File: src/rtl/fifo_stat.sv
// fifo_stat: first-word fall-through FIFO with any slot count (not limited to
// powers of two), occupancy count, almost-full/almost-empty flags and an
// optional high-water mark.
//
// Optional feature: define FIFO_PEAK_EN to build the peak_o high-water-mark
// register. Without it peak_o is tied to zero and no peak register exists.
//
// Reset is synchronous and active-high (rst_i) and has priority over flush_i
// and all transfers. The storage array is never reset or cleared.

module fifo_stat #(
  parameter int Depth             = 4,
  parameter int Width             = 32,
  parameter int AlmostFullThresh  = Depth - 1,
  parameter int AlmostEmptyThresh = 1,
  localparam int CountWidth       = $clog2(Depth + 1)
) (
  input  logic                  clk_i,
  input  logic                  rst_i,
  input  logic                  flush_i,
  input  logic                  wr_valid_i,
  input  logic [Width-1:0]      wr_data_i,
  output logic                  wr_ready_o,
  input  logic                  rd_ready_i,
  output logic [Width-1:0]      rd_data_o,
  output logic                  rd_valid_o,
  output logic [CountWidth-1:0] count_o,
  output logic                  almost_full_o,
  output logic                  almost_empty_o,
  output logic [CountWidth-1:0] peak_o
);

  // Pointer width: Depth >= 2, so this is always at least one bit.
  localparam int PtrWidth = (Depth > 1) ? $clog2(Depth) : 1;

  // Constants sized to the registers they are compared against.
  localparam logic [PtrWidth-1:0]   LastPtr  = PtrWidth'(Depth - 1);
  localparam logic [PtrWidth-1:0]   OnePtr   = PtrWidth'(1);
  localparam logic [PtrWidth-1:0]   ZeroPtr  = PtrWidth'(0);
  localparam logic [CountWidth-1:0] FullCnt  = CountWidth'(Depth);
  localparam logic [CountWidth-1:0] ZeroCnt  = CountWidth'(0);
  localparam logic [CountWidth-1:0] OneCnt   = CountWidth'(1);
  localparam logic [CountWidth-1:0] AfThresh = CountWidth'(AlmostFullThresh);
  localparam logic [CountWidth-1:0] AeThresh = CountWidth'(AlmostEmptyThresh);

  // ---------------------------------------------------------------------------
  // Elaboration-time parameter legality checks
  // ---------------------------------------------------------------------------
  if (Depth < 2) begin : g_bad_depth
    $error("fifo_stat: Depth must be >= 2");
  end
  if ((AlmostFullThresh < 1) || (AlmostFullThresh > Depth)) begin : g_bad_af
    $error("fifo_stat: AlmostFullThresh must be in 1..Depth");
  end
  if ((AlmostEmptyThresh < 0) || (AlmostEmptyThresh > Depth - 1)) begin : g_bad_ae
    $error("fifo_stat: AlmostEmptyThresh must be in 0..Depth-1");
  end

  // ---------------------------------------------------------------------------
  // State
  // ---------------------------------------------------------------------------
  logic [Width-1:0]      mem_q [Depth];
  logic [PtrWidth-1:0]   wr_ptr_q, wr_ptr_d;
  logic [PtrWidth-1:0]   rd_ptr_q, rd_ptr_d;
  logic [CountWidth-1:0] count_q,  count_d;

  logic wr_fire_s;
  logic rd_fire_s;

  // ---------------------------------------------------------------------------
  // Handshake: a flush blocks both sides so nothing transfers in that cycle.
  // A full FIFO refuses writes even when a read completes in the same cycle.
  // ---------------------------------------------------------------------------

  // Ready/valid from the registered count, gated by flush.
  always_comb begin
    wr_ready_o = (count_q != FullCnt) && !flush_i;
    rd_valid_o = (count_q != ZeroCnt) && !flush_i;
    wr_fire_s  = wr_valid_i && wr_ready_o;
    rd_fire_s  = rd_valid_o && rd_ready_i;
  end

  // Fall-through head: the word at the read pointer is always presented.
  always_comb begin
    rd_data_o = mem_q[rd_ptr_q];
  end

  // ---------------------------------------------------------------------------
  // Next-state logic for pointers and occupancy
  // ---------------------------------------------------------------------------

  // Write pointer advances on a completed write, wrapping at Depth-1.
  always_comb begin
    wr_ptr_d = wr_ptr_q;
    if (flush_i) begin
      wr_ptr_d = ZeroPtr;
    end else if (wr_fire_s) begin
      if (wr_ptr_q == LastPtr) begin
        wr_ptr_d = ZeroPtr;
      end else begin
        wr_ptr_d = wr_ptr_q + OnePtr;
      end
    end else begin
      wr_ptr_d = wr_ptr_q;
    end
  end

  // Read pointer advances on a completed read, wrapping at Depth-1.
  always_comb begin
    rd_ptr_d = rd_ptr_q;
    if (flush_i) begin
      rd_ptr_d = ZeroPtr;
    end else if (rd_fire_s) begin
      if (rd_ptr_q == LastPtr) begin
        rd_ptr_d = ZeroPtr;
      end else begin
        rd_ptr_d = rd_ptr_q + OnePtr;
      end
    end else begin
      rd_ptr_d = rd_ptr_q;
    end
  end

  // Occupancy: +1 on write only, -1 on read only, unchanged otherwise.
  // The handshake gating keeps the result inside 0..Depth.
  always_comb begin
    count_d = count_q;
    if (flush_i) begin
      count_d = ZeroCnt;
    end else begin
      case ({wr_fire_s, rd_fire_s})
        2'b10:   count_d = count_q + OneCnt;
        2'b01:   count_d = count_q - OneCnt;
        default: count_d = count_q;
      endcase
    end
  end

  // ---------------------------------------------------------------------------
  // Registers
  // ---------------------------------------------------------------------------

  // Pointer and count registers with synchronous reset priority.
  always_ff @(posedge clk_i) begin
    if (rst_i) begin
      wr_ptr_q <= ZeroPtr;
      rd_ptr_q <= ZeroPtr;
      count_q  <= ZeroCnt;
    end else begin
      wr_ptr_q <= wr_ptr_d;
      rd_ptr_q <= rd_ptr_d;
      count_q  <= count_d;
    end
  end

  // Storage array: written on completed writes only, never reset.
  always_ff @(posedge clk_i) begin
    if (wr_fire_s && !rst_i) begin
      mem_q[wr_ptr_q] <= wr_data_i;
    end
  end

  // ---------------------------------------------------------------------------
  // Status outputs, derived from the count register only
  // ---------------------------------------------------------------------------

  // Flags and count have no combinational path from any input.
  always_comb begin
    count_o        = count_q;
    almost_full_o  = (count_q >= AfThresh);
    almost_empty_o = (count_q <= AeThresh);
  end

  // ---------------------------------------------------------------------------
  // Optional high-water mark
  // ---------------------------------------------------------------------------
`ifdef FIFO_PEAK_EN
  logic [CountWidth-1:0] peak_q, peak_d;

  // Peak follows the count whenever the count rises above it; flush clears it.
  always_comb begin
    peak_d = peak_q;
    if (flush_i) begin
      peak_d = ZeroCnt;
    end else if (count_d > peak_q) begin
      peak_d = count_d;
    end else begin
      peak_d = peak_q;
    end
  end

  // Peak register, cleared by reset.
  always_ff @(posedge clk_i) begin
    if (rst_i) begin
      peak_q <= ZeroCnt;
    end else begin
      peak_q <= peak_d;
    end
  end

  // Drive the peak output from its register.
  always_comb begin
    peak_o = peak_q;
  end
`else
  // Feature not built: the high-water mark reads as zero.
  always_comb begin
    peak_o = ZeroCnt;
  end
`endif

endmodule

File: config.mk
export PLATFORM = sky130hd
export DESIGN_NAME = fifo_stat
export DESIGN_NICKNAME = d
export VERILOG_FILES = /design/src/rtl/fifo_stat.sv
export SDC_FILE = /design/constraint.sdc
export NUM_CORES = 1
export LEC_CHECK = 0
export CAP_MARGIN = 0
export CORE_UTILIZATION = 45
export CTS_BUF_LIST = sky130_fd_sc_hd__clkbuf_16
export DETAILED_ROUTE_END_ITERATION = 10
export GPL_ROUTABILITY_DRIVEN = 0
export PLACE_DENSITY = 0.69
export SETUP_SLACK_MARGIN = 0.05
export SYNTH_ARGS = -nofsm -noshare
export SYNTH_HDL_FRONTEND = slang
export SYNTH_SLANG_ARGS = --single-unit
export TNS_END_PERCENT = 1
File: constraint.sdc
create_clock -name clk_i -period 3.3 [get_ports clk_i]
set_clock_uncertainty 0.2 [all_clocks]
set_input_delay 0.495 -clock clk_i [delete_from_list [all_inputs] [get_ports clk_i]]
set_output_delay 0.495 -clock clk_i [all_outputs]
set_load 0.005 [all_outputs]
==> impl_metrics.ini, run 1 <==
[layout]
seq_area_mm2 = 0.00403
n_fill_cell = 818
final_area_mm2 = 0.00675
antenna_cells = 0
drive_gt1_share_pct = 23.5
syn2layout_area_growth_pct = 29.5
final_nets = 379
multi_input_area_mm2 = 0.00111

[synthesis]
synth-seq-cells = 137
syn_inst = 238
syn-cell-area_mm2 = 0.00521
yosysTopAreaCell = edfxtp_1
ys_types = 29
synth_compound_area_share_pct = 1.37
synth_edf_count = 128
ys_async_sr_fraction_pct = 0
synthAdderAreaFrac_pct = 2.64
synth_warnings = 0
yosysSeqAreaShare_pct = 77.2
synth-main-ff-cell = edfxtp_1
synth_area_leaders = edfxtp_1, mux4_2, dfxtp_1
synth_mux_area_share_pct = 14.2
synth_top_family_by_area = multiplexers
syn_avg_cell_area_um2 = 21.9
synth_simple_gate_area_share_pct = 2.47
synth_xor_area_share_pct = 0.336
yosysTopAreaCellShare_pct = 73.8

[power]
irDropWorstVdd_uv = 324
p_per_area_mw_per_mm2 = 574
leakage_nw = 2.18

[worst_setup_path]
critPathBufInv = 2
r2r_cells = 6
timing.rr.end = mem_q[2][14]$_DFFE_PP_
slowest_stage = mux4_2
crit_path_end_kind = output port
path_class = register to output port
cpPeakStageDelay_ns = 0.59
arrival_ns = 2.13
r2r_slack_ns = 0.77
crit_fanout = 19
worstPathCellList = buf_4 -> mux4_2 -> clkdlybuf4s50_1
r2r-start = count_o[0]$_SDFFE_PP0P_
cp_top_family = buffers and inverters
start_kind = register
crit_required_ns = 2.60

[timing]
min_period_ns = 2.83
fmax_mhz = 354
setup_viol = 0
tns_ns = 0
rsz0062_at_grt = false
fin_crit_sh_pct = 85.6
finalHoldViolCount = 0
finalMaxSlewViolations = 0

[clocking]
cts_setup_buffers = 0
clk_root_buffer_cell = clkbuf_16
cts_buffers = 17
cts_max_level = 4
cts_sinks = 137
clock_latency_ns = 0.40
cts_max_path_buffers = 2
clk_pin_slew_ns = 0.06
cts_tree = built
cts_resized = 0
postCtsHoldBufs = 0

[placement]
port_buffers = 75
dp_hpwl_mm = 5.30
place_area_mm2 = 0.00617

[die]
fp.dieW_um = 110
die_h_um = 110
dieArea_mm2 = 0.0120
rows = 38
initial_utilization_pct = 47.0
pin_count = 79
fp.coreArea_mm2 = 0.0111

[min_path]
worstHoldPathType = register to register
hold_depth = 2
worstHoldStart = rd_ptr_q[1]$_SDFFE_PP0P_

[global_routing]
grt_usage_pct = 16.8
grt_pass1_vias = 2681
antenna_found_initial = 0
grt_pass1_wl_mm = 14.1
grt_max_degree = 33
overflow = 0

[run_status]
outcome = completed

[drt]
drtAntennaViolNets = 0
drt_pass1_iterations = 4
drc_errors = 0
vias = 2503
wire_per_inst_um = 18.4
first_iter_violations = 136
vias_per_cell = 5.17
routed_wl_mm = 8.90

[flow_run]
max-cap-violations = 0
-- cells by family (layout without fill, tap and decap cells) --
family | count (synthesis) | count (layout)
flops | 137 | 137
mux | 34 | 34
simple gates | 24 | 24
buf+inv | 17 | 121
compound gates | 12 | 12
fa+ha+maj | 11 | 11
xor+xnor | 2 | 2
other cells | 1 | 3
-- power by group --
part / switching [W] / total (W) / internal, W
combinational: 0.0000616 / 0.000153 / 0.0000910
clock: 0.000693 / 0.00180 / 0.00111
sequential: 0.00000556 / 0.00192 / 0.00192
total: 0.000760 / 0.00388 / 0.00312
-- synth_stat cells (all sizes together), types with 3 or more instances --
cell,n
buf,10
inv,6
ha,11
edfxtp,128
nor2,7
dfxtp,9
a21oi,5
mux4,32
o21ai,4
and2,5
nand2,3
-- flip-flops by register name, summed over array words and instances, names as in the netlist, named ones only --
| signal | count |
|---|---|
| wr_ptr_q | 2 |
| count_o | 3 |
| mem_q | 128 |
| rd_ptr_q | 2 |
-- metrics by stage --
step | total power, W | cells | setup WS (ns) | utilization, % | hold slack [ns]
4_1_cts | 0.00391 | 484 | 0.424 | 60.9 | 0.294
3_3_place_gp | 0.00211 | 452 | 0.659 | 55.7 | 0.266
6_report | 0.00388 | 484 | 0.475 | 60.9 | 0.292
2_1_floorplan | 0.00201 | 240 | 0.738 | - | 0.254
5_1_grt | 0.00401 | 484 | 0.348 | 60.9 | 0.305
3_5_place_dp | 0.00211 | 452 | 0.522 | 55.7 | 0.285
-- placed cells by master (no fill, tap or decap), types with 4 or more instances in the layout --
cell             instances
edfxtp_1               128
clkdlybuf4s50_1         75
mux4_2                  32
clkbuf_16               17
ha_1                    11
nor2_1                   7
dfxtp_1                  7
inv_1                    6
clkinvlp_4               6
buf_4                    6
a21oi_1                  5
and2_2                   4
o21ai_0                  4
clkinv_2                 4
-- worst max path at each step --
stage	depth (start not counted)	slack [ns]	end	start
after floorplan	5	0.74	mem_q[3][0]$_DFFE_PP_	count_o[0]$_SDFFE_PP0P_
after global placement	5	0.66	mem_q[2][14]$_DFFE_PP_	flush_i
after detailed placement	5	0.52	mem_q[0][16]$_DFFE_PP_	flush_i
after CTS	3	0.42	rd_data_o[6]	register
after global routing	3	0.35	rd_data_o[17]	register
final	3	0.47	rd_data_o[11]	register
-- layout make-up --
type | instances | area share (%)
clock inverter | 15 | 2.24
tap | 140 | 2.60
timing repair buffer | 83 | 12.4
multi-input combinational | 86 | 16.5
clock buffer | 17 | 6.30
sequential | 137 | 59.7
inverter | 6 | 0.334
-- per-layer routing --
layer  up-vias  routed length, um  global-route usage (%)
li1       1156                  -                       -
met1      1273               4170                    22.4
met2        68               4300                    25.9
met3         6                368                    5.57
met4         0                 66                    6.00
met5         -                  0                       0
-- tightest hold or removal path, cell delays in order (launching register included) --
cell	delay, ns
dfxtp_1	0.31
nand2_1	0.05
mux2i_1	0.07
Power figures use the tool's default switching activity.
==> inputs of run 2 (changes only) <==
--- a/config.mk
+++ b/config.mk
@@ -5,6 +5,7 @@
 export SDC_FILE = /design/constraint.sdc
 export NUM_CORES = 1
 export LEC_CHECK = 0
+export ABC_CLOCK_PERIOD_IN_PS = 3300
 export CAP_MARGIN = 0
 export CORE_UTILIZATION = 45
 export CTS_BUF_LIST = sky130_fd_sc_hd__clkbuf_16
==> results of run 2 <==
No change in the layout: final DEF, timing and power equal those of run 1.
==> inputs of run 3 (changes only) <==
==> constraint.sdc (replaced) <==
create_clock -name clk_i -period 3.3 [get_ports clk_i]
set_clock_uncertainty 0.2 [all_clocks]
set_input_delay 0.33 -clock clk_i [delete_from_list [all_inputs] [get_ports clk_i]]
set_output_delay 0.33 -clock clk_i [all_outputs]
set_load 0.005 [all_outputs]
==> impl_metrics.ini, run 3 (synthesized netlist as in run 1, its figures left out) <==
[layout]
top_register = mem_q
final_cell_mix = edfxtp_1, clkdlybuf4s50_1, mux4_2
drive_gt1_share_pct = 23.0
antenna_cells = 0
syn2layout_area_growth_pct = 29.8
final_common_cell = edfxtp_1
largest_register_ffs = 128
final_nets = 383

[power]
p_per_area_mw_per_mm2 = 580
irDropWorstVdd_uv = 392
leakage_nw = 2.21

[clocking]
cts_setup_buffers = 0
cts_tree = built
cts_sinks = 137
cts_max_level = 4
cts_max_path_buffers = 2
postCtsHoldBufs = 0
cts_buffers = 17
clock_latency_ns = 0.40
cts_resized = 0
clk_root_buffer_cell = clkbuf_16
clk_pin_slew_ns = 0.06

[timing]
finalMaxSlewViolations = 0
finalHoldViolCount = 0
min_period_ns = 2.67
setup_viol = 0
fin_crit_sh_pct = 80.8
setup_ws_ns = 0.632
tns_ns = 0
rsz0062_at_grt = false
fmax_mhz = 375

[die]
pin_count = 79
initial_utilization_pct = 47.0
die_h_um = 110
dieArea_mm2 = 0.0120
rows = 38
fp.dieW_um = 110
fp.coreArea_mm2 = 0.0111

[drt]
drtAntennaViolNets = 0
routed_wl_mm = 9.22
drc_errors = 0
vias_per_cell = 5.23
wire_per_inst_um = 18.9
first_iter_violations = 148
vias = 2551
drt_pass1_iterations = 4

[placement]
dp_slack_ns = 0.640
dp_hpwl_mm = 6.08
port_buffers = 75

[flow_run]
max-cap-violations = 0

[global_routing]
grt_max_degree = 20
overflow = 0
grt_usage_pct = 16.8
grt_pass1_wl_mm = 14.1
antenna_found_initial = 0
grt_pass1_vias = 2663

[worst_setup_path]
start_kind = register
crit_required_ns = 2.77
crit_path_end_kind = output port
path_class = register to output port
crit_fanout = 19
arrival_ns = 2.14

[run_status]
outcome = completed

[min_path]
worstHoldPathType = register to register
## run 3: changes by cell type in the layout (fill, tap and decap cells not counted), sizes merged
cell      delta
clkinvlp     -4
clkinv       +4
inv          -1
bufinv       +1
buf          +4
## run 3: where the power goes
| part | internal, W | total, W | switching [W] | leakage, nW |
|---|---|---|---|---|
| clock network | 0.00117 | 0.00184 | 0.000671 | 0.284 |
| logic | 0.0000916 | 0.000155 | 0.0000635 | 0.699 |
| registers | 0.00192 | 0.00192 | 0.00000544 | 1.23 |
## run 3: final timing paths
kind                                  from                     end  slack, ns  depth (start not counted)
setup / recovery                  register           rd_data_o[12]       0.63                          3
hold / removal    rd_ptr_q[1]$_SDFFE_PP0P_                register       0.29                          2
setup reg to reg   count_o[0]$_SDFFE_PP0P_  mem_q[2][19]$_DFFE_PP_       0.72                          6
hold reg to reg   rd_ptr_q[1]$_SDFFE_PP0P_                register       0.29                          2
## run 3: metal layers
metal	share of wire, %	GRT usage [%]	vias to the layer above
li1	-	-	1154
met1	43	21.4	1310
met2	50	26.9	80
met3	6.3	5.75	7
met4	0.85	6.00	0
met5	0	0	-
## run 3: through the flow
step	power (W)	area [um^2]	util (%)	std cells	hold slack (ns)
5_1_grt	0.00404	6760	61.0	488	0.315
2_1_floorplan	0.00201	5220	-	240	0.229
6_report	0.00392	6760	61.0	488	0.286
3_5_place_dp	0.00211	6180	55.8	456	0.277
4_1_cts	0.00395	6760	61.0	488	0.286
3_3_place_gp	0.00211	6180	55.8	456	0.272
## run 3: cell type report
type                    instances  area (um^2)
multi-input cells              86         1110
flip-flops and latches        137         4030
clock inverters                15          160
inverters                       6         22.5
clock buffers                  17          425
fillers                       803         4320
well taps                     140          175
repair buffers                 87          841
## run 3: critical path, stage by stage, from the launching register on
cell	delay (ns)
dfxtp_2	0.33
buf_4	0.35
mux4_2	0.57
clkdlybuf4s50_1	0.47
